--- src/rtl/fifo_rd_stream.sv ---
// Read-side stream adapter: pops the async FIFO into a 2-entry skid buffer
// and presents a registered valid/ready stream with a wrapping pop counter.
module fifo_rd_stream #(
  parameter int DATA_WIDTH = 8,
  parameter int CNT_WIDTH  = 16
) (
  input  logic                  rclk,
  input  logic                  rrst_n,
  input  logic                  rempty,
  input  logic [DATA_WIDTH-1:0] rdata,
  output logic                  rinc,
  input  logic                  flush,
  output logic                  out_valid,
  input  logic                  out_ready,
  output logic [DATA_WIDTH-1:0] out_data,
  output logic [1:0]            occupancy,
  output logic [CNT_WIDTH-1:0]  pop_count
);

  typedef enum logic [1:0] {
    S_EMPTY = 2'd0,
    S_ONE   = 2'd1,
    S_FULL  = 2'd2
  } state_t;

  state_t                  state_q;
  state_t                  state_d;
  logic [DATA_WIDTH-1:0]   head_q;
  logic [DATA_WIDTH-1:0]   tail_q;
  logic [DATA_WIDTH-1:0]   head_d;
  logic [DATA_WIDTH-1:0]   tail_d;
  logic [CNT_WIDTH-1:0]    cnt_q;
  logic                    push;
  logic                    pop;
  logic                    has_room;

  always_ff @(posedge rclk) begin
    if (!rrst_n) begin
      state_q <= S_EMPTY;
      head_q  <= '0;
      tail_q  <= '0;
      cnt_q   <= '0;
    end else begin
      state_q <= state_d;
      head_q  <= head_d;
      tail_q  <= tail_d;
      if (push) cnt_q <= cnt_q + 1'b1;
    end
  end

  always_comb begin
    state_d = state_q;
    if (flush) begin
      state_d = S_EMPTY;
    end else begin
      unique case (state_q)
        S_EMPTY: if (push) state_d = S_ONE;
        S_ONE: begin
          if (push && !pop) state_d = S_FULL;
          else if (!push && pop) state_d = S_EMPTY;
        end
        S_FULL: if (pop && !push) state_d = S_ONE;
        default: state_d = S_EMPTY;
      endcase
    end
  end

  // Head always holds the oldest word; a pop in FULL shifts tail forward.
  always_comb begin
    head_d = head_q;
    tail_d = tail_q;
    unique case (state_q)
      S_EMPTY: if (push) head_d = rdata;
      S_ONE: begin
        if (push && pop) head_d = rdata;
        else if (push) tail_d = rdata;
      end
      S_FULL: begin
        if (pop) begin
          head_d = tail_q;
          if (push) tail_d = rdata;
        end
      end
      default: ;
    endcase
  end

  always_comb begin
    has_room  = (state_q != S_FULL);
    rinc      = rrst_n & ~rempty & ~flush
              & (has_room | out_ready);
    out_valid = rrst_n & ~flush & (state_q != S_EMPTY);
    push      = rinc;
    pop       = out_valid & out_ready;
    out_data  = head_q;
    occupancy = state_q;
    pop_count = cnt_q;
  end

endmodule

--- config.mk ---
export PLATFORM = sky130hd
export DESIGN_NAME = fifo_rd_stream
export DESIGN_NICKNAME = d
export VERILOG_FILES = /design/src/rtl/fifo_rd_stream.sv
export SDC_FILE = /design/constraint.sdc
export NUM_CORES = 1
export LEC_CHECK = 0
export ABC_CLOCK_PERIOD_IN_PS = 1720
export CAP_MARGIN = 15
export CORE_MARGIN = 8
export CORE_UTILIZATION = 40
export DETAILED_ROUTE_END_ITERATION = 8
export GPL_ROUTABILITY_DRIVEN = 0
export PLACE_DENSITY = 0.75
export RECOVER_POWER = 25
export SYNTH_ARGS = -nofsm -noshare
export SYNTH_HDL_FRONTEND = slang
export SYNTH_SLANG_ARGS = --single-unit
--- constraint.sdc ---
create_clock -name rclk -period 1.72 [get_ports rclk]
set_clock_uncertainty 0.05 [all_clocks]
set_input_delay 0.172 -clock rclk [delete_from_list [all_inputs] [get_ports rclk]]
set_output_delay 0.172 -clock rclk [all_outputs]
set_load 0.05 [all_outputs]
### After elaboration in Yosys (flattened, before gate mapping)

Cells that the tools add are included.

| storage, ports and cells | value |
|---|---|
| bits of input ports | 13 |
| ROM bits | 0 |
| logic and storage cells | 50 |
| bits in registers | 34 |
| bits in latches | 0 |
| output and inout bits | 28 |
| memories | 0 |
| RAM bits | 0 |

| cells by class | value |
|---|---|
| equality and inequality tests | 9 |
| bitwise logic cells | 10 |
| add/sub/neg operators | 1 |
| magnitude comparators | 0 |
| $mul | 0 |
| mux-type cells | 13 |
| reduce and logical (&&, ||, !) cells | 13 |
| divide/modulo/power cells | 0 |
| shift-type cells | 0 |

Operator list:

| operator | number |
|---|---|
| 8-bit two-way mux | 6 |
| 8-bit one-hot mux with 3 select lines | 1 |
| 16-bit by 1-bit adder with 16-bit output, second input constant | 1 |
| 8-bit one-hot mux with 2 select lines | 1 |
| 2-bit inequality test, second input constant | 6 |
| 2-bit two-way mux | 4 |
| 1-bit bitwise AND | 6 |
| 2-bit one-hot mux with 3 select lines | 1 |
| 3-bit AND reduction | 2 |
| 4-bit AND reduction | 1 |
| 2-bit nonzero test | 2 |
| 1-bit logical AND | 3 |
| 3-bit inequality test, second input constant | 1 |
| 1-bit NOT | 3 |
| 3-bit nonzero test | 1 |
| 2-bit by 1-bit == test with 1-bit output, second input constant | 1 |
| 2-bit == test, second input constant | 1 |
| 1-bit zero test | 2 |
| 2-bit zero test | 1 |
| 2-bit OR reduction | 1 |
| 1-bit OR | 1 |

### Logic depth before layout (Yosys ltp)

Gate-level depths: netlist of run 1.

| logic depth | value |
|---|---|
| word-level depth | 9 |
| gate-level depth with buffers | 7 |
| mapped depth without buffers | 4 |

### Worst setup path after synthesis of run 1

No wires, ideal clock.

| timing | value |
|---|---|
| path kind | register to register |
| start | register state_q[0] (netlist: occupancy[0]) |
| end | register cnt_q[1] (netlist: pop_count[1]) |
| cell stages (with the launch flop) | 7 |
| buffers on the path | 2 |
| arrival time | 1.988 ns |
| clock period less this slack | 2.166 ns |
| data required time | 1.542 ns |
| setup slack | -0.446 ns |
| cell sequence | dfxtp_1 or3b_1 clkbuf_2 and2_0 clkbuf_1 mux2i_1 nor2_1 |

| between the ends | value |
|---|---|
| word-level cells in the longest chain between the ends | 3 |

Ends and longest elaborated chain:

| item | RTL line | RTL |
|---|---|---|
| from (decl) | 26 | `state_t state_q;` |
| from (signal assigned) | 44 | `state_q <= state_d;` |
| 2-bit inequality test | 89 | `has_room = (state_q != S_FULL);` |
| 1-bit OR | 91 | `& (has_room \| out_ready);` |
| 1-bit bitwise AND | 91 |  |
| named net rinc | 11 | `output logic rinc,` |
| to (signal assigned) | 47 | `if (push) cnt_q <= cnt_q + 1'b1;` |
| to (decl) | 32 | `logic [CNT_WIDTH-1:0] cnt_q;` |

The timed path passes the listed nets, and every way through them passes these cells.
A chain may end at the register's enable or synchronous reset.

### Worst setup path after layout of run 1

| timing | value |
|---|---|
| start | register state_q[1] (netlist: occupancy[1]) |
| end | output port rinc |

| between the ends | value |
|---|---|
| word-level cells in the longest chain between the ends | 3 |

Ends and longest elaborated chain:

| item | RTL line |
|---|---|
| 2-bit inequality test | 89 |
| 1-bit OR | 91 |
| 1-bit bitwise AND | 91 |
| to (decl) | 11 |

Every way passes these cells.

==> results of run 1 <==
Yosys cell counts:
master,number
nand2b_1,1
and4_1,3
nor3_1,2
xnor2_1,3
clkbuf_1,8
o21ai_2,2
dfxtp_1,34
ha_1,1
inv_1,3
nor3b_1,1
clkbuf_2,2
a21oi_1,11
and2_0,1
mux2i_1,19
nor2_1,32
or2_2,1
o211ai_1,3
nor3b_4,1
nand4_1,2
or3b_1,1
nand3_1,5
nand3_2,1
and3_1,1
and3b_1,1
xor2_1,1
and2_1,1
or3_1,11
nor2b_1,2
o21a_1,2
buf_2,1
or4_1,4
o21ai_0,3
o31ai_1,7
nand2_1,15
sequential cells by signal, summed over array words and instances, names as in the netlist:
signal / cells
out_data: 8
occupancy: 2
pop_count: 16
tail_q: 8
worst reg2reg max path: stages, from the launching register on:
cell     delay [ps]
dfxtp_4         340
or3b_4          230
buf_4           110
buf_4           100
nand3_2          80
buf_4           160
or3_1           340
a21oi_1         150
cell type report:
| cell class | count | area, sq um | area share |
|---|---|---|---|
| inverters | 3 | 11.26 | 0.004986 |
| repair buffers | 62 | 521.8 | 0.2310 |
| well taps | 50 | 62.56 | 0.02770 |
| clock buffers | 7 | 86.33 | 0.03823 |
| clock inverters | 1 | 5.005 | 0.002216 |
| flip-flops and latches | 34 | 701.9 | 0.3108 |
| multi-input cells | 138 | 869.6 | 0.3850 |
layer usage:
layer | wire [microns] | global-route usage
met5 | 0 | 0
met4 | 68 | 0.06852
met3 | 155 | 0.03386
met2 | 1969 | 0.2202
met1 | 1748 | 0.1402
power groups by stage:
stage	logic [mW]	clock network [mW]	registers [mW]
after CTS	0.210	0.627	0.805
after global placement	0.201	0	0.825
after global routing	0.219	0.661	0.806
final	0.205	0.612	0.805
after floorplan	0.0714	0	0.864
after detailed placement	0.202	0	0.826
placed cells by master (no fill, tap or decap), drive strengths merged:
cell type and n:
nand3 6, nor3 2, nor2b 2, and2 2, o211ai 3, clkbuf 22, or4 4, xor2 1
or3 11, ha 1, a21oi 11, mux2i 19, inv 3, xnor2 3, buf 29, and4 3
nor2 32, nand2 15, o21a 2, nand4 2, or2 1, clkdlybuf4s50 14, and3 1, nor3b 2
clkinv 1, or3b 1, nand2b 1, o21ai 5, dfxtp 34, and3b 1, o31ai 7, dlymetal6s2s 4
kinds of logic after synthesis:
family,share of synthesized area
and+or+nand+nor,0.2794
DFF,0.4257
AOI/OAI and AO/OA,0.1111
muxes,0.1189
buffers and inverters,0.03521
xor gates and xnor gates,0.02191
adders and majority gates,0.007823
through the flow:
stage | power [mW] | setup WS [ps] | cells
after floorplan | 0.9357 | 6.674 | 186
after global placement | 1.027 | -146.8 | 284
after detailed placement | 1.028 | -218.1 | 284
after CTS | 1.642 | -5.393 | 294
after global routing | 1.686 | 5.722 | 295
final | 1.621 | 40.03 | 295
worst min-delay path by stage:
stage | start | end | slack (ps) | depth (start not counted)
after floorplan | flush | occupancy[1] | 190 | 1
after global placement | pop_count[10] | pop_count[10] | 390 | 1
after detailed placement | pop_count[6] | pop_count[6] | 400 | 1
after CTS | out_data[7] | out_data[7] | 410 | 2
after global routing | flush | occupancy[1] | 240 | 3
final | flush | occupancy[1] | 200 | 3
what timing repair did:
| action | 4_1_cts | 5_1_grt |
|---|---|---|
| hold endpoints to repair | 0 | 0 |
| buffers inserted | 2 | 1 |
| cloned | 0 | 0 |
| hold buffers | 0 | 0 |
| resized for setup | 4 | 6 |
| endpoints found under the setup margin | 2 | 4 |
| pin swaps | 0 | 3 |
==> impl_metrics.ini, run 1 <==
[run_status]
status = finished, final reports clean

[setup_path]
endpoint_kind = output pin
crit_family = simple AND/OR/NAND/NOR gates
reg2reg_depth = 7
r2r-end = pop_count[9]
ff2ff_setup_slack_ps = 90
startpoint = occupancy[1]
cp_cell_sequence = or3b_4 > and2_4 > buf_4 > buf_12
startpoint_type = register
r2r_start = occupancy[1]
criticalPathCategory = reg -> out
worstPathRequired_ps = 1500
worstSetupEndpoint = rinc
critPathBufInv = 2
crit_slowest_cell = or3b_4
max_stage_delay_ps = 370
worstPathArrival_ps = 1460
worstPathMaxFanout = 2
crit_cells = 4

[cts]
cts.sinks = 34
root_buffer = clkbuf_8
path_clk_slew_ps = 70
cts-buffers-inserted = 5
cts_tree = yes
insertion_delay_ps = 280
cts_buffer_depth = 2
htree_num_levels = 2

[logic_synthesis]
syn-cell-area_sq_um = 1599
yosysWarnings = 0
avgSynthCellArea_sq_um = 8.597
ys_seq_elements = 34
synth_top_area_share = 0.4257
yosysSeqAreaShare = 0.4257
ys_types = 34
synthCells = 186
ys_top_cells_by_area = dfxtp_1 43%, mux2i_1 12%, nor2_1 7.5%, or3_1 4.3%, nand2_1 3.5%
synth_top_area_cell = dfxtp_1
synth_nets = 200

[sta]
setup_viol = 0
whs_ps = 198.3
fmax_ghz = 0.5952
slew_violations = 0
period_share = 0.9767
worst_slew_pin_slew_ps = 603.2
rsz0062_at_grt = no
hold_viol_final = 0
post-route-min-period_ps = 1680
relSlewSlack = 0.5996
fin_tns_setup_ps = 0

[global_route]
grt_usage = 0.1279
globalRouteOverflowTotal = 0
grt_pass1_vias = 1472
grt_max_degree = 18
grt_pass1_wl_mm = 6.513
antenna_found_initial = 0

[place]
hpwl_mm = 2.891
postPlaceCellArea_sq_um = 2176
io_buffer_count = 40

[power]
peakVddDrop_v = 0.0004711
p_leak_nw = 0.9907
power_frac_comb = 0.126
p_clk_frac = 0.377
power.density_nw_per_um2 = 717.9
p_switching_mw = 0.4074
seqPwrFrac = 0.497
swShare = 0.2513
p_int_mw = 1.214

[final_layout]
antennaDiodeCount = 0
final_nets = 258
nFillCells = 384
fin_area_sq_um = 2258
syn_to_final_growth_pct = 41.24
drive_above_1_share = 0.2327
fin_util = 0.5770

[floorplan]
fp.dieH_microns = 79.23
die_area_sq_um = 6277
die_w_microns = 79.23
start_util = 0.4086
core_area_sq_um = 3914
std_cell_rows = 23
io_pins = 41

[route]
routed-via-count = 1507
via_per_inst = 5.108
drc = 0
wl_mm = 3.941
firstDrtPassIters = 4
avgRoutedWirePerCell_microns = 13.36
drtAntennaViolNets = 0
drtIter0Drc = 85

[min_path]
min_path_type = in -> reg

[job]
maxCapViolations = 0
(Power assumes the default switching activity.)
==> inputs of run 2 (changes only) <==
- CORE_MARGIN: 8 -> 5
==> impl_metrics.ini, run 2 (synthesis gave the netlist of run 1 again) <==
[floorplan]
std_cell_rows = 23
die_area_sq_um = 5362
io_pins = 41
start_util = 0.4056
core_area_sq_um = 3943
die_w_microns = 73.23
fp.dieH_microns = 73.23

[setup_path]
reg2reg_depth = 4
r2r-end = pop_count[15]
ff2ff_setup_slack_ps = 150
criticalPathCategory = reg -> out
startpoint_type = register
max_stage_delay_ps = 400
worstPathRequired_ps = 1500
cp_cell_sequence = or3b_4 > and2_4 > buf_4 > buf_12
worstPathMaxFanout = 4
r2r_start = pop_count[4]
endpoint_kind = output pin
worstPathArrival_ps = 1460
crit_slowest_cell = or3b_4

[sta]
post-route-min-period_ps = 1681
fmax_ghz = 0.5949
worst_slew_pin_slew_ps = 612.5
fin_tns_setup_ps = 0
period_share = 0.9773
slew_violations = 0
setup_viol = 0
hold_viol_final = 0
relSlewSlack = 0.5934
fin_ws_ps = 38.99

[final_layout]
regArea_sq_um = 701.9
antennaDiodeCount = 0
multi_input_area_sq_um = 874.6
drive_above_1_share = 0.2358
mostFrequentLayoutCell = nor2_1
final_cell_mix = 31 x nor2_1, 23 x buf_4, 21 x dfxtp_1, 19 x mux2i_1, 18 x clkdlybuf4s50_1
fin_area_sq_um = 2285
syn_to_final_growth_pct = 42.88
nFillCells = 376
final_nets = 259
largest_reg_flops = 16
fin_util = 0.5795

[route]
drtAntennaViolNets = 0
drc = 0
firstDrtPassIters = 4
routed-via-count = 1534
avgRoutedWirePerCell_microns = 12.72
drtIter0Drc = 107
wl_mm = 3.764
via_per_inst = 5.182

[cts]
cts_tree = yes
cts.sinks = 34
path_clk_slew_ps = 70
htree_num_levels = 2
cts_buffer_depth = 2
ctsHoldBuffers = 0
insertion_delay_ps = 280
root_buffer = clkbuf_8
cts-buffers-inserted = 5

[global_route]
grt_pass1_wl_mm = 6.686
globalRouteOverflowTotal = 0
grt_pass1_vias = 1484
grt_max_degree = 18
use_met2 = 0.2522
grt_busiest_layer = met2
grt_use_met1 = 0.2030
grt_util_met3 = 0.04545
grt_usage = 0.1597
antenna_found_initial = 0

[min_path]
hp-start = rrst_n
min_to = pop_count[10]
holdPathStages = 4
min_path_type = in -> reg

[place]
io_buffer_count = 40
hpwl_mm = 2.756
place_ws_ps = -172.4
postPlaceCellArea_sq_um = 2193

[power]
power.density_nw_per_um2 = 743.4
power_mw = 1.698
peakVddDrop_v = 0.0004564
p_leak_nw = 0.9760

[run_status]
status = finished, final reports clean

[job]
maxCapViolations = 0
run 2: cell count changes in the layout (fill, tap and decap cells not counted):
cell	previous run	this run
clkbuf_1	16	15
clkbuf_8	6	8
clkdlybuf4s50_1	14	18
clkinv_2	1	0
dlymetal6s2s_1	4	1
nor2_2	1	0
nor2_4	0	1
run 2: how the worst max path moves through the flow:
| stage | slack, ps | startpoint | to |
|---|---|---|---|
| global route | -3 | rempty | pop_count[8] |
| global placement | -150 | rrst_n | pop_count[13] |
| floorplan | 7 | occupancy[0] | pop_count[12] |
| finish | 40 | occupancy[1] | rinc |
| CTS | 2 | occupancy[0] | rinc |
| detailed placement | -170 | rrst_n | pop_count[13] |
run 2: stage by stage:
stage | hold slack [ps] | cells
global placement | 395.4 | 286
CTS | 407.3 | 295
global route | 324.1 | 296
detailed placement | 398.6 | 286
floorplan | 189.1 | 186
finish | 314.9 | 296
run 2: final cells by class:
| type | instances | area share |
|---|---|---|
| inverters | 3 | 0.004929 |
| multi-input cells | 138 | 0.3828 |
| repair buffers | 63 | 0.2295 |
| well taps | 50 | 0.02738 |
| flip-flops and latches | 34 | 0.3072 |
| clock buffers | 8 | 0.04819 |
run 2: layer usage:
metal  vias up  part of all wire
met5         -                 0
met2        43              0.49
met4         0             0.022
met1       717              0.43
met3         6             0.058
li1        768                 -
run 2: what timing repair did:
action / CTS / global route
setup buffers: 1 / 1
pin swaps: 0 / 2
cloned: 0 / 0
resized for setup: 4 / 4
setup endpoints to repair: 2 / 2
run 2: power breakdown:
group,internal [mW],switching [mW]
Combinational,0.0982,0.113
Clock,0.404,0.278
Sequential,0.798,0.00726
Total,1.30,0.398
run 2: critical path: cells and delay by family, from the launching register on:
kind / cells / cell delay (ps)
and+or+nand+nor: 2 / 560
DFF: 1 / 340
buffers and inverters: 2 / 280
